==> src/rtl/layer_serializer.sv <==
// Collects one result per neuron lane into a lane buffer, then replays the
// buffered words one per cycle (lane 0 first) as a valid/ready serial stream.
module layer_serializer #(
    parameter int NN        = 10,
    parameter int dataWidth = 16,
    parameter int idxWidth  = 4
) (
    input  logic                      clk,
    input  logic                      rst,
    input  logic [NN-1:0]             i_valid,
    input  logic [NN*dataWidth-1:0]   x_in,
    input  logic                      o_ready,
    input  logic                      err_clr,
    output logic                      o_valid,
    output logic [dataWidth-1:0]      o_data,
    output logic [idxWidth-1:0]       o_index,
    output logic                      o_last,
    output logic                      busy,
    output logic                      overrun
);

    typedef enum logic [0:0] {
        COLLECT = 1'b0,
        SEND    = 1'b1
    } state_t;

    state_t                          state_r;
    state_t                          state_nxt_s;
    logic [NN-1:0]                   mask_r;
    logic [NN-1:0]                   mask_nxt_s;
    logic [NN-1:0]                   mask_or_s;
    logic [NN-1:0][dataWidth-1:0]    buf_r;
    logic [NN-1:0][dataWidth-1:0]    buf_nxt_s;
    logic [idxWidth-1:0]             cnt_r;
    logic [idxWidth-1:0]             cnt_nxt_s;
    logic [idxWidth-1:0]             cnt_inc_s;
    logic                            ovr_set_s;
    logic                            o_valid_r;
    logic                            o_valid_nxt_s;
    logic [dataWidth-1:0]            o_data_r;
    logic [dataWidth-1:0]            o_data_nxt_s;
    logic [idxWidth-1:0]             o_index_r;
    logic [idxWidth-1:0]             o_index_nxt_s;
    logic                            o_last_r;
    logic                            o_last_nxt_s;
    logic                            busy_r;
    logic                            busy_nxt_s;
    logic                            overrun_r;

    // Mux one lane out of the buffer by index; out-of-range indices give zero.
    function automatic logic [dataWidth-1:0] lane_word(
        input logic [NN-1:0][dataWidth-1:0] lanes,
        input logic [idxWidth-1:0]          idx
    );
        logic [dataWidth-1:0] word;
        word = {dataWidth{1'b0}};
        for (int k = 0; k < NN; k++) begin
            word = (idx == idxWidth'(k)) ? lanes[k] : word;
        end
        return word;
    endfunction

    // Next-state, capture and next-output logic for the collect/send FSM.
    always_comb begin
        state_nxt_s   = state_r;
        mask_nxt_s    = mask_r;
        mask_or_s     = mask_r | i_valid;
        buf_nxt_s     = buf_r;
        cnt_nxt_s     = cnt_r;
        cnt_inc_s     = cnt_r + idxWidth'(1);
        ovr_set_s     = 1'b0;
        o_valid_nxt_s = o_valid_r;
        o_data_nxt_s  = o_data_r;
        o_index_nxt_s = o_index_r;
        o_last_nxt_s  = o_last_r;
        busy_nxt_s    = busy_r;

        case (state_r)
            COLLECT: begin
                for (int k = 0; k < NN; k++) begin
                    if (i_valid[k]) begin
                        buf_nxt_s[k] = x_in[k*dataWidth +: dataWidth];
                        ovr_set_s    = ovr_set_s | mask_r[k];
                    end else begin
                        buf_nxt_s[k] = buf_r[k];
                    end
                end
                // Completion looks at the post-capture mask so lane 0 can be
                // presented on the very next cycle.
                if (&mask_or_s) begin
                    state_nxt_s   = SEND;
                    mask_nxt_s    = {NN{1'b0}};
                    cnt_nxt_s     = {idxWidth{1'b0}};
                    o_valid_nxt_s = 1'b1;
                    o_data_nxt_s  = buf_nxt_s[0];
                    o_index_nxt_s = {idxWidth{1'b0}};
                    o_last_nxt_s  = (NN == 1);
                    busy_nxt_s    = 1'b1;
                end else begin
                    mask_nxt_s    = mask_or_s;
                    o_valid_nxt_s = 1'b0;
                    o_last_nxt_s  = 1'b0;
                    busy_nxt_s    = 1'b0;
                end
            end
            SEND: begin
                ovr_set_s = |i_valid;
                if (o_ready) begin
                    if (cnt_r == idxWidth'(NN - 1)) begin
                        state_nxt_s   = COLLECT;
                        cnt_nxt_s     = {idxWidth{1'b0}};
                        o_valid_nxt_s = 1'b0;
                        o_last_nxt_s  = 1'b0;
                        busy_nxt_s    = 1'b0;
                    end else begin
                        cnt_nxt_s     = cnt_inc_s;
                        o_valid_nxt_s = 1'b1;
                        o_data_nxt_s  = lane_word(buf_r, cnt_inc_s);
                        o_index_nxt_s = cnt_inc_s;
                        o_last_nxt_s  = (cnt_inc_s == idxWidth'(NN - 1));
                        busy_nxt_s    = 1'b1;
                    end
                end else begin
                    cnt_nxt_s     = cnt_r;
                    o_valid_nxt_s = o_valid_r;
                end
            end
            default: begin
                state_nxt_s   = COLLECT;
                mask_nxt_s    = {NN{1'b0}};
                cnt_nxt_s     = {idxWidth{1'b0}};
                o_valid_nxt_s = 1'b0;
                o_last_nxt_s  = 1'b0;
                busy_nxt_s    = 1'b0;
            end
        endcase
    end

    // State, lane buffer and registered outputs.
    always_ff @(posedge clk or negedge rst) begin
        if (!rst) begin
            state_r   <= COLLECT;
            mask_r    <= {NN{1'b0}};
            buf_r     <= {(NN*dataWidth){1'b0}};
            cnt_r     <= {idxWidth{1'b0}};
            o_valid_r <= 1'b0;
            o_data_r  <= {dataWidth{1'b0}};
            o_index_r <= {idxWidth{1'b0}};
            o_last_r  <= 1'b0;
            busy_r    <= 1'b0;
        end else begin
            state_r   <= state_nxt_s;
            mask_r    <= mask_nxt_s;
            buf_r     <= buf_nxt_s;
            cnt_r     <= cnt_nxt_s;
            o_valid_r <= o_valid_nxt_s;
            o_data_r  <= o_data_nxt_s;
            o_index_r <= o_index_nxt_s;
            o_last_r  <= o_last_nxt_s;
            busy_r    <= busy_nxt_s;
        end
    end

    // Sticky overrun flag; a new event takes priority over a clear.
    always_ff @(posedge clk or negedge rst) begin
        if (!rst) begin
            overrun_r <= 1'b0;
        end else if (ovr_set_s) begin
            overrun_r <= 1'b1;
        end else if (err_clr) begin
            overrun_r <= 1'b0;
        end else begin
            overrun_r <= overrun_r;
        end
    end

    assign o_valid = o_valid_r;
    assign o_data  = o_data_r;
    assign o_index = o_index_r;
    assign o_last  = o_last_r;
    assign busy    = busy_r;
    assign overrun = overrun_r;

endmodule

==> config.mk <==
export PLATFORM = sky130hd
export DESIGN_NAME = layer_serializer
export DESIGN_NICKNAME = d
export VERILOG_FILES = /design/src/rtl/layer_serializer.sv
export SDC_FILE = /design/constraint.sdc
export NUM_CORES = 1
export LEC_CHECK = 0
export BUFFER_PORTS_ARGS = -buffer_cell sky130_fd_sc_hd__buf_2
export CELL_PAD_IN_SITES_DETAIL_PLACEMENT = 0
export CELL_PAD_IN_SITES_GLOBAL_PLACEMENT = 1
export CORE_ASPECT_RATIO = 2
export CORE_MARGIN = 5
export CORE_UTILIZATION = 44
export CTS_CLUSTER_SIZE = 14
export DETAILED_ROUTE_END_ITERATION = 6
export HOLD_SLACK_MARGIN = 0.05
export PLACE_DENSITY = 0.87
export SETUP_SLACK_MARGIN = 0.5
export SYNTH_ARGS = -nofsm -noshare
export SYNTH_HDL_FRONTEND = slang
export SYNTH_SLANG_ARGS = --single-unit
==> constraint.sdc <==
create_clock -name clk -period 2.8 [get_ports clk]
set_clock_uncertainty 0.05 [all_clocks]
set_input_delay 0.56 -clock clk [delete_from_list [all_inputs] [get_ports clk]]
set_output_delay 0.56 -clock clk [all_outputs]
set_load 0.05 [all_outputs]
==> results.sh <==
export IMPL_worst_r2r_endpoint="o_data[6]"
export IMPL_final_period_utilization_pct=82.76
export IMPL_synthesis_yosys_warnings=0
export IMPL_post_route_antenna_net_violation_count=0
export IMPL_nets_in_the_synthesized_netlist=1024
export IMPL_finalCriticalPeriod_ns=2.317
export IMPL_slew_headroom_pct=52.77
export IMPL_yosys_cell_types_count=61
export IMPL_timing_hold_ws_ns=0.06077
export IMPL_synth_top_area_share_pct=51.05
export IMPL_cpMaxStageDelayCell="sky130_fd_sc_hd__dfrtp_2"
export IMPL_hold_viol_final=0
export IMPL_drv_max_cap_violation_count=0
export IMPL_layout_nets=1252
export IMPL_chipHeight_um=220.0
export IMPL_mostFrequentLayoutCell="sky130_fd_sc_hd__buf_2"
export IMPL_setup_worst_path_start_class="flop"
export IMPL_io_buffer_count=197
export IMPL_critical_path_peak_fanout=7
export IMPL_ys_seq_area_share_pct=51.05
export IMPL_die_x_um=115.0
export IMPL_tns_ns=0
export IMPL_dp_hpwl_um=26800
export IMPL_max_stage_delay_ns=0.46
export IMPL_drv_slew=0
export IMPL_achievable_frequency_mhz=431.6
export IMPL_core_area_um2=21970
export IMPL_floorplan_initialDensity_pct=44.18
export IMPL_clock_tree_buffer_depth=2
export IMPL_post_drt_via_cell_ratio=6.117
export IMPL_setup_viol=0
export IMPL_worst_endpoint_data_arrival_time_ns=2.63
export IMPL_crit_chain="buf_4 -> and3b_2 -> o31a_1 -> buf_6 -> a2bb2oi_2 -> o2111ai_2 -> a31oi_1 -> o31ai_1"
export IMPL_synth_top_flop_cell="sky130_fd_sc_hd__dfrtp_1"
export IMPL_synth_async_sr_flop_share_pct=100.0
export IMPL_global_route_wire_length_before_repair_um=50500
export IMPL_cell_area_after_layout_um2=12310
export IMPL_worst_pin_slew_ns=0.6887
export IMPL_cts_hold_buf=0
export IMPL_die_area_um2=25310
export IMPL_rsz0062_at_grt="yes"
export IMPL_largest_net_degree_at_the_start_of_global_routing=69
export IMPL_groute_usage_overall_pct=27.42
export IMPL_route_detailed_drc=0
export IMPL_yosysTopAreaCell="sky130_fd_sc_hd__dfrtp_1"
export IMPL_cts_htree_levels=4
export IMPL_power_per_cell_area_nw_per_um2=1135
export IMPL_worst_endpoint_required_ns=3.12
export IMPL_crit_reg2reg_launch="cnt_r[1]"
export IMPL_hold_class="input port to asynchronous set/reset pin"
export IMPL_r2r_setup_slack_ns=0.48
export IMPL_vias_in_the_first_global_route=8464
export IMPL_io_pin_count=198
export IMPL_postPlaceCellArea_um2=11150
export IMPL_total_leakage_power_nw=5.574
export IMPL_critical_path_buf_inv_count=2
export IMPL_drive_gt1_share_pct=47.79
export IMPL_tritoncts_num_buffers=17
export IMPL_netlist_top_cells_area="sky130_fd_sc_hd__dfrtp_1 51%, sky130_fd_sc_hd__mux2_2 18%, sky130_fd_sc_hd__nand2_1 2.9%, sky130_fd_sc_hd__a21oi_1 1.9%, sky130_fd_sc_hd__o21ai_0 1.9%"
export IMPL_critPathKind="flop to flop"
export IMPL_grt_overflow_total=0
export IMPL_end_kind="flop"
export IMPL_synth_ff_latch_count=198
export IMPL_wire_per_inst_um=25.70
export IMPL_areaGrowthSynthToFinish_pct=26.87
export IMPL_worst_ir_drop_vdd_mv=0.5602
export IMPL_clock_input_transition_at_the_sequential_cells_of_the_worst_setup_and_hold_paths_ns=0.08
export IMPL_layout_common_cells="196 x sky130_fd_sc_hd__buf_2, 195 x sky130_fd_sc_hd__dfrtp_1, 158 x sky130_fd_sc_hd__mux2_2"
export IMPL_route_vias_total=8344
export IMPL_route_final_wire_length_um=35050
export IMPL_cts_tree="done"
export IMPL_detail_route_first_pass_iterations=6
export IMPL_outcome="completed"
export IMPL_timing_critical_path_max_delay_family="compound AO/OA/AOI/OAI gates"
export IMPL_syn_instance_count=845
export IMPL_clock_insertion_delay_worst_skew_ns=0.45
export IMPL_crit_path_start="cnt_r[1]"
export IMPL_cts_sink_count=198
export IMPL_antenna_violations_before_repair=2
export IMPL_r2r_worst_path_cells=8
export IMPL_syn_area_um2=9706
export IMPL_initialDrtViolationCount=651
export IMPL_gp_weighted_congestion=0.9938
export IMPL_cts_root_buf="sky130_fd_sc_hd__clkbuf_16"
export IMPL_synth_area_per_cell_um2=11.49
export IMPL_synth_enable_flop_cells=0
export IMPL_floorplan_rows=77
[power breakdown]
group	leakage, nW	switching [mW]	internal (mW)
combinational	2.82	3.33	2.88
sequential	2.46	1.12	4.17
clock	0.288	1.21	1.27
[kinds of logic (layout without fill, tap and decap cells)]
| group | count (synthesis) | in the layout | share of synthesized area (%) |
|---|---|---|---|
| AOI/OAI and AO/OA | 219 | 219 | 16.15 |
| DFF | 198 | 198 | 51.05 |
| and+or+nand+nor | 176 | 176 | 8.921 |
| muxes | 171 | 171 | 19.67 |
| buffers and inverters | 75 | 316 | 3.468 |
| adders and majority gates | 5 | 5 | 0.6446 |
| xor gates and xnor gates | 1 | 1 | 0.09026 |
| other | 0 | 2 | 0 |
[state kept, by name, summed over array words and instances, names as in the netlist]
name,cells
overrun,1
mask_r,10
cnt_r,4
state_r,1
o_data,16
buf_r,160
o_index,4
o_last,1
busy,1
[timing repair]
item,in CTS,in global routing
buffers inserted,15,9
gates cloned,1,3
gates resized for setup,37,33
pin swaps,6,17
setup endpoints to repair,16,17
[cells in the mapped netlist (all sizes together) (3+ instances only)]
master,count
nor3,5
o22ai,8
a41oi,3
o211ai,7
ha,5
clkbuf,33
nor2b,11
nor4,3
a22o,4
a31oi,12
o22a,12
a222oi,3
buf,30
a2bb2oi,9
dfrtp,198
mux2,158
a21oi,37
o32ai,3
o2111ai,12
a211oi,4
nor2,13
nand3,33
a22oi,15
o221ai,7
a221oi,3
o21a,11
inv,12
nand2,76
and2,12
nand2b,9
mux2i,13
o31ai,20
o21ai,37
[cell type report]
type	instances	area, µm²
multi-input cells	572	4683
repair inverters	1	5.005
inverters	12	52.55
clock buffers	17	425.4
fillers	1910	9653
repair buffers	271	1675
well taps	276	345.3
diodes	2	5.005
clock inverters	15	162.7
flip-flops and latches	198	4959
[how the worst max path moves through the flow]
| stage | cells past startpoint | endpoint | slack, ns |
|---|---|---|---|
| after floorplan | 9 | o_data[13] | 0.58 |
| after global placement | 9 | o_data[7] | 0.18 |
| after detailed placement | 7 | o_data[6] | 0.15 |
| after CTS | 9 | o_data[2] | 0.47 |
| after global routing | 9 | o_data[2] | 0.40 |
| final | 8 | o_data[6] | 0.48 |
[routing by layer]
layer / GRT usage [%] / vias to the layer above / wire [µm]
li1: - / 3594 / -
met1: 28.50 / 4123 / 11350
met2: 49.27 / 472 / 18660
met3: 4.040 / 155 / 2138
met4: 19.27 / 0 / 2896
met5: 0 / - / 0
[through the flow]
step / utilization [%] / total power [mW] / std cells / setup slack, ns
6_report: 56.05 / 13.98 / 1364 / 0.4828
5_1_grt: 56.05 / 14.56 / 1364 / 0.4017
4_1_cts: 54.89 / 13.57 / 1350 / 0.4744
3_5_place_dp: 50.76 / 10.53 / 1302 / 0.1458
3_3_place_gp: 50.76 / 10.42 / 1302 / 0.1848
2_1_floorplan: - / 8.461 / 845 / 0.5757
Note: power is estimated with default switching activity, not from simulation.
